### config.mk
export PLATFORM = sky130hd
export DESIGN_NAME = tx_serial_fifo
export DESIGN_NICKNAME = d
export VERILOG_FILES = /design/src/rtl/uart_pkg.sv /design/src/rtl/tx_fifo.sv /design/src/rtl/tx_serial_fifo.sv
export SDC_FILE = /design/constraint.sdc
export NUM_CORES = 1
export LEC_CHECK = 0
export CORE_ASPECT_RATIO = 0.9
export CORE_MARGIN = 2
export CORE_UTILIZATION = 56
export CTS_CLUSTER_SIZE = 10
export DETAILED_ROUTE_END_ITERATION = 6
export PLACE_DENSITY = 0.74
export SYNTH_ARGS = -nofsm -noshare
export SYNTH_HDL_FRONTEND = slang
export SYNTH_SLANG_ARGS = --single-unit
### constraint.sdc
create_clock -name clk -period 8 [get_ports clk]
set_clock_uncertainty 0.05 [all_clocks]
set_input_delay 1.6 -clock clk [delete_from_list [all_inputs] [get_ports clk]]
set_output_delay 1.6 -clock clk [all_outputs]
set_load 0.1 [all_outputs]
### src/rtl/uart_pkg.sv
// Shared UART constants: baud divisors, 8N1 frame shape and the transmitter FSM encoding.
package uart_pkg;

    localparam int CLK_50MHZ      = 50_000_000;
    localparam int CLK_DIV_115200 = 434;
    localparam int CLK_DIV_9600   = 5208;
    localparam int FRAME_BITS     = 10;
    localparam int DATA_BITS      = 8;
    localparam int BAUD_CNT_W     = 13;

    typedef enum logic [1:0] {
        ST_IDLE  = 2'd0,
        ST_START = 2'd1,
        ST_DATA  = 2'd2,
        ST_STOP  = 2'd3
    } tx_state_e;

endpackage

### src/rtl/tx_fifo.sv
// Single-clock show-ahead FIFO; head is on rdata combinationally, pointers move one edge after wr/rd.
// Writes while full are dropped; reads while empty are ignored (full is judged before a same-cycle pop).
module tx_fifo #(
    parameter int DEPTH = 16,
    parameter int WIDTH = 8
) (
    input  logic             clk,
    input  logic             rst,
    input  logic             wr,
    input  logic [WIDTH-1:0] wdata,
    input  logic             rd,
    output logic [WIDTH-1:0] rdata,
    output logic             full,
    output logic             empty
);
    localparam int AW = $clog2(DEPTH);
    localparam logic [AW:0] FULL_CNT = (AW+1)'(DEPTH);

    logic [WIDTH-1:0] mem_q [DEPTH];
    logic [AW-1:0]    wr_ptr_q, wr_ptr_d, rd_ptr_q, rd_ptr_d;
    logic [AW:0]      count_q, count_d;
    logic             do_wr, do_rd;

    assign full  = (count_q == FULL_CNT);
    assign empty = (count_q == '0);
    assign rdata = mem_q[rd_ptr_q];
    assign do_wr = wr & ~full;
    assign do_rd = rd & ~empty;

    always_comb begin
        wr_ptr_d = wr_ptr_q;
        rd_ptr_d = rd_ptr_q;
        count_d  = count_q;
        if (do_wr) wr_ptr_d = wr_ptr_q + 1'b1;
        if (do_rd) rd_ptr_d = rd_ptr_q + 1'b1;
        unique case ({do_wr, do_rd})
            2'b10:   count_d = count_q + 1'b1;
            2'b01:   count_d = count_q - 1'b1;
            default: count_d = count_q;
        endcase
    end

    always_ff @(posedge clk) begin
        if (rst) begin
            wr_ptr_q <= '0;
            rd_ptr_q <= '0;
            count_q  <= '0;
        end else begin
            wr_ptr_q <= wr_ptr_d;
            rd_ptr_q <= rd_ptr_d;
            count_q  <= count_d;
        end
    end

    always_ff @(posedge clk) begin
        if (do_wr) mem_q[wr_ptr_q] <= wdata;
    end

endmodule

### src/rtl/tx_serial_fifo.sv
// 8N1 UART transmitter fed by a byte FIFO; line falls two edges after a write into an idle block.
// No backpressure beyond tx_full: a write while full is dropped and flagged on tx_overflow.
module tx_serial_fifo
    import uart_pkg::*;
#(
    parameter int CLK_DIV    = CLK_DIV_115200,
    parameter int FIFO_DEPTH = 16
) (
    input  logic       clk,
    input  logic       rst,
    input  logic [7:0] tx_data,
    input  logic       tx_wr,
    output logic       tx_full,
    output logic       tx_empty,
    output logic       tx_busy,
    output logic       tx_overflow,
    output logic       tx
);
    localparam logic [BAUD_CNT_W-1:0] DIV_LAST = BAUD_CNT_W'(CLK_DIV - 1);

    tx_state_e             state_q, state_d;
    logic [BAUD_CNT_W-1:0] baud_q, baud_d;
    logic [2:0]            bit_q, bit_d;
    logic [7:0]            shift_q, shift_d;
    logic                  tx_q, tx_d;
    logic                  fifo_rd, bit_end;
    logic [7:0]            fifo_rdata;

    tx_fifo #(.DEPTH(FIFO_DEPTH), .WIDTH(8)) u_fifo (
        .clk   (clk),
        .rst   (rst),
        .wr    (tx_wr),
        .wdata (tx_data),
        .rd    (fifo_rd),
        .rdata (fifo_rdata),
        .full  (tx_full),
        .empty (tx_empty)
    );

    assign bit_end     = (baud_q == DIV_LAST);
    assign tx_busy     = (state_q != ST_IDLE);
    assign tx_overflow = tx_wr & tx_full;
    assign tx          = tx_q;

    always_comb begin
        state_d = state_q;
        baud_d  = baud_q;
        bit_d   = bit_q;
        shift_d = shift_q;
        fifo_rd = 1'b0;
        // Line is registered from the current state, so it trails the FSM by one cycle.
        unique case (state_q)
            ST_START: tx_d = 1'b0;
            ST_DATA:  tx_d = shift_q[0];
            default:  tx_d = 1'b1;
        endcase
        if (state_q != ST_IDLE) baud_d = bit_end ? '0 : baud_q + 1'b1;
        unique case (state_q)
            ST_IDLE: begin
                if (!tx_empty) begin
                    fifo_rd = 1'b1;
                    shift_d = fifo_rdata;
                    baud_d  = '0;
                    state_d = ST_START;
                end
            end
            ST_START: begin
                if (bit_end) begin
                    bit_d   = '0;
                    state_d = ST_DATA;
                end
            end
            ST_DATA: begin
                if (bit_end) begin
                    shift_d = {1'b0, shift_q[7:1]};
                    bit_d   = bit_q + 3'd1;
                    if (bit_q == 3'd7) state_d = ST_STOP;
                end
            end
            ST_STOP: begin
                if (bit_end) begin
                    if (!tx_empty) begin
                        fifo_rd = 1'b1;
                        shift_d = fifo_rdata;
                        state_d = ST_START;
                    end else begin
                        state_d = ST_IDLE;
                    end
                end
            end
            default: state_d = ST_IDLE;
        endcase
    end

    always_ff @(posedge clk) begin
        if (rst) begin
            state_q <= ST_IDLE;
            baud_q  <= '0;
            bit_q   <= '0;
            shift_q <= '0;
            tx_q    <= 1'b1;
        end else begin
            state_q <= state_d;
            baud_q  <= baud_d;
            bit_q   <= bit_d;
            shift_q <= shift_d;
            tx_q    <= tx_d;
        end
    end

endmodule

==> results.yml <==
clocking:
  cts_max_path_buffers: 2
  cts_setup_buffers: 0
  cts_tree: "yes"
  cts_resized: 0
  cts.reportedPaths.clkPinSlew_ns: 0.07
  insertion_delay_ns: 0.44
  cts_root_buf: "clkbuf_16"
  cts-htree-levels: 4
  ctsHoldBuffers: 0
  cts_sinks: 172
  numCtsBuffers: 17
grt:
  antenna_found_initial: 0
  grt_first_pass_wirelength_mm: 23.3
  grt.total_usage_pct: 22.0
  grt_max_degree: 42
  grt_pass1_vias: 4353
  overflow: 0
min_path:
  min_to: "shift_q[0]$_SDFFE_PP0P_"
  hold_depth: 2
  hold_path_startpoint: "shift_q[0]$_SDFFE_PP0P_"
  hp-class: "reg -> reg"
place:
  place.gp.congestion: 0.841
  io_buffer_count: 15
  dp_hpwl_mm: 9.59
layout:
  final_util_pct: 64.4
  drive_above_1_share_pct: 12.2
  fin_nets: 563
  antenna_cells: 0
  fillCellCount: 905
  area_growth_pct: 11.7
  layout_commonest_cell: "edfxtp_1"
  final_cell_mix: "edfxtp_1 (128), nor2_1 (48), dfxtp_1 (43)"
timing:
  fin_tns_setup_ns: 0
  clock.fmax_mhz: 200
  finalCriticalPeriod_ns: 5.00
  holdWs_ns: 0.426
  finalHoldViolations: 0
  rsz0062_at_grt: "false"
  final-setup-viol-count: 0
  min_period_over_period_pct: 62.5
  maxSlewHeadroom_pct: 8.14
  max_slew.worst_pin.slew_ns: 1.37
  drv_slew: 0
power:
  leakage_uw: 0.00269
  internal_power_uw: 1820
  seqPwrFrac_pct: 38.8
  p_clk_share_pct: 32.5
  vdd_drop_max_mv: 0.190
  p_switching_uw: 894
  combPwrFrac_pct: 28.7
  powerDensity_nw_per_um2: 330
  total_power_uw: 2720
  swShare_pct: 32.9
outcome:
  status: "completed"
detailed_routing:
  routedWlPerCell_um: 20.8
  routed_wl_mm: 14.8
  drt_iter0_markers: 523
  routed_via_density: 6.29
  drtAntennaViolNets: 0
  num_vias: 4472
  dr.pass1.iters: 4
  drc: 0
setup_path:
  worst-r2r-cell-count: 11
  r2r-start: "u_fifo.count_q[1]$_SDFFE_PP0P_"
  critPathKind: "in -> out"
  r2r_end: "u_fifo.count_q[4]$_SDFFE_PP0P_"
  startpoint_type: "primary input"
  r2r_slack_ns: 4.51
  path_max_fanout: 2
  cp.required_ns: 6.35
  crit_path_end_kind: "primary output"
  startpoint: "tx_wr"
  arrival_ns: 3.35
floorplan:
  die_y_um: 113
  initial_core_util_pct: 57.7
  fp.dieW_um: 125
  ioPinCount: 16
  core_um2: 12800
  dieArea_um2: 14100
  num_rows: 39
synth:
  ys_types: 61
  syn_area_um2: 7380
  ys_seq_area_share_pct: 64.1
  async_flop_share_pct: 0
  ys_ff_latch: 172
  ys.flop_type: "edfxtp_1"
  synth.net_count: 553
  synth-edff-count: 128
  syn_inst: 524
  postSynthAreaPerCell_um2: 14.1
  yosysWarnings: 0
run:
  drv_cap: 0
kinds of logic after synthesis:
kind of cell,synth area share (%)
mux,10.0
flops,64.1
buf+inv,3.00
xor+xnor,1.19
simple gates,10.4
compound gates,8.28
fa+ha+maj,3.05
Yosys cell counts (3+ instances only):
cell | instances | area, um2
a21oi_1 | 21 | 105
a221oi_1 | 13 | 114
a311oi_1 | 3 | 26.3
a31oi_1 | 4 | 25.0
a41oi_1 | 4 | 35.0
and3_1 | 4 | 25.0
and4b_1 | 4 | 40.0
buf_2 | 3 | 15.0
buf_6 | 3 | 33.8
clkbuf_1 | 17 | 63.8
dfxtp_1 | 44 | 881
edfxtp_1 | 128 | 3840
ha_1 | 18 | 225
inv_1 | 15 | 56.3
mux2i_1 | 29 | 290
mux4_2 | 20 | 450
nand2_1 | 24 | 90.1
nand2b_1 | 3 | 18.8
nand3_1 | 16 | 80.1
nand4_1 | 3 | 18.8
nor2_1 | 48 | 180
nor2b_1 | 5 | 31.3
nor3_1 | 8 | 40.0
nor4_1 | 4 | 25.0
o21ai_0 | 14 | 70.1
o21ai_1 | 4 | 20.0
o221ai_1 | 3 | 26.3
o22ai_1 | 4 | 25.0
o41ai_1 | 3 | 26.3
or3_1 | 5 | 31.3
xnor2_1 | 6 | 52.6
xor2_1 | 4 | 35.0
per-stage QoR:
stage / setup WS (ns) / std cells / instance area [um2]
global route: 2.95 / 711 / 8240
finish: 3.00 / 711 / 8240
CTS: 2.99 / 711 / 8240
floorplan: 3.65 / 524 / 7380
detailed placement: 3.00 / 679 / 7600
global placement: 3.00 / 679 / 7600
registers in the layout (all words and copies together), names as in the netlist, named ones only:
signal and flops:
bit_q 3, baud_q 13, shift_q 8, u_fifo.wr_ptr_q 4
u_fifo.count_q 5, tx 1, u_fifo.rd_ptr_q 4, u_fifo.mem_q 128
state_q 2
power groups by stage:
stage               Combinational [uW]  Clock [uW]  Sequential (uW)
global route                       846         925             1060
CTS                                775         894             1050
global placement                   746           0             1070
finish                             780         883             1050
detailed placement                 770           0             1070
floorplan                          606           0             1070
per-layer routing:
layer / GRT usage [%] / routed length [um]
met5: 0 / 0
met3: 5.82 / 943
met4: 8.22 / 218
met1: 29.7 / 6360
met2: 34.7 / 7280
how the worst max path moves through the flow:
stage	endpoint	slack, ns	cells after the start
final	tx_overflow	3.00	3
after global routing	tx_overflow	2.95	3
after CTS	tx_overflow	2.99	3
after detailed placement	tx_overflow	3.00	3
after global placement	tx_overflow	3.00	3
after floorplan	u_fifo.count_q[4]$_SDFFE_PP0P_	3.65	12
worst max-delay path, stage by stage:
cell	delay (ns)
clkdlybuf4s50_1	0.48
and3_1	0.15
clkdlybuf4s50_1	1.12
final cells by class:
cell class / count / area, um2 / share of cell area (%)
flip-flops and latches: 172 / 4730 / 57.4
clock buffers: 18 / 429 / 5.21
repair buffers: 20 / 188 / 2.28
clock inverters: 14 / 203 / 2.46
inverters: 15 / 56.3 / 0.684
multi-input cells: 308 / 2430 / 29.5
well taps: 164 / 205 / 2.49
No activity file was read; power rests on OpenSTA's default activity.
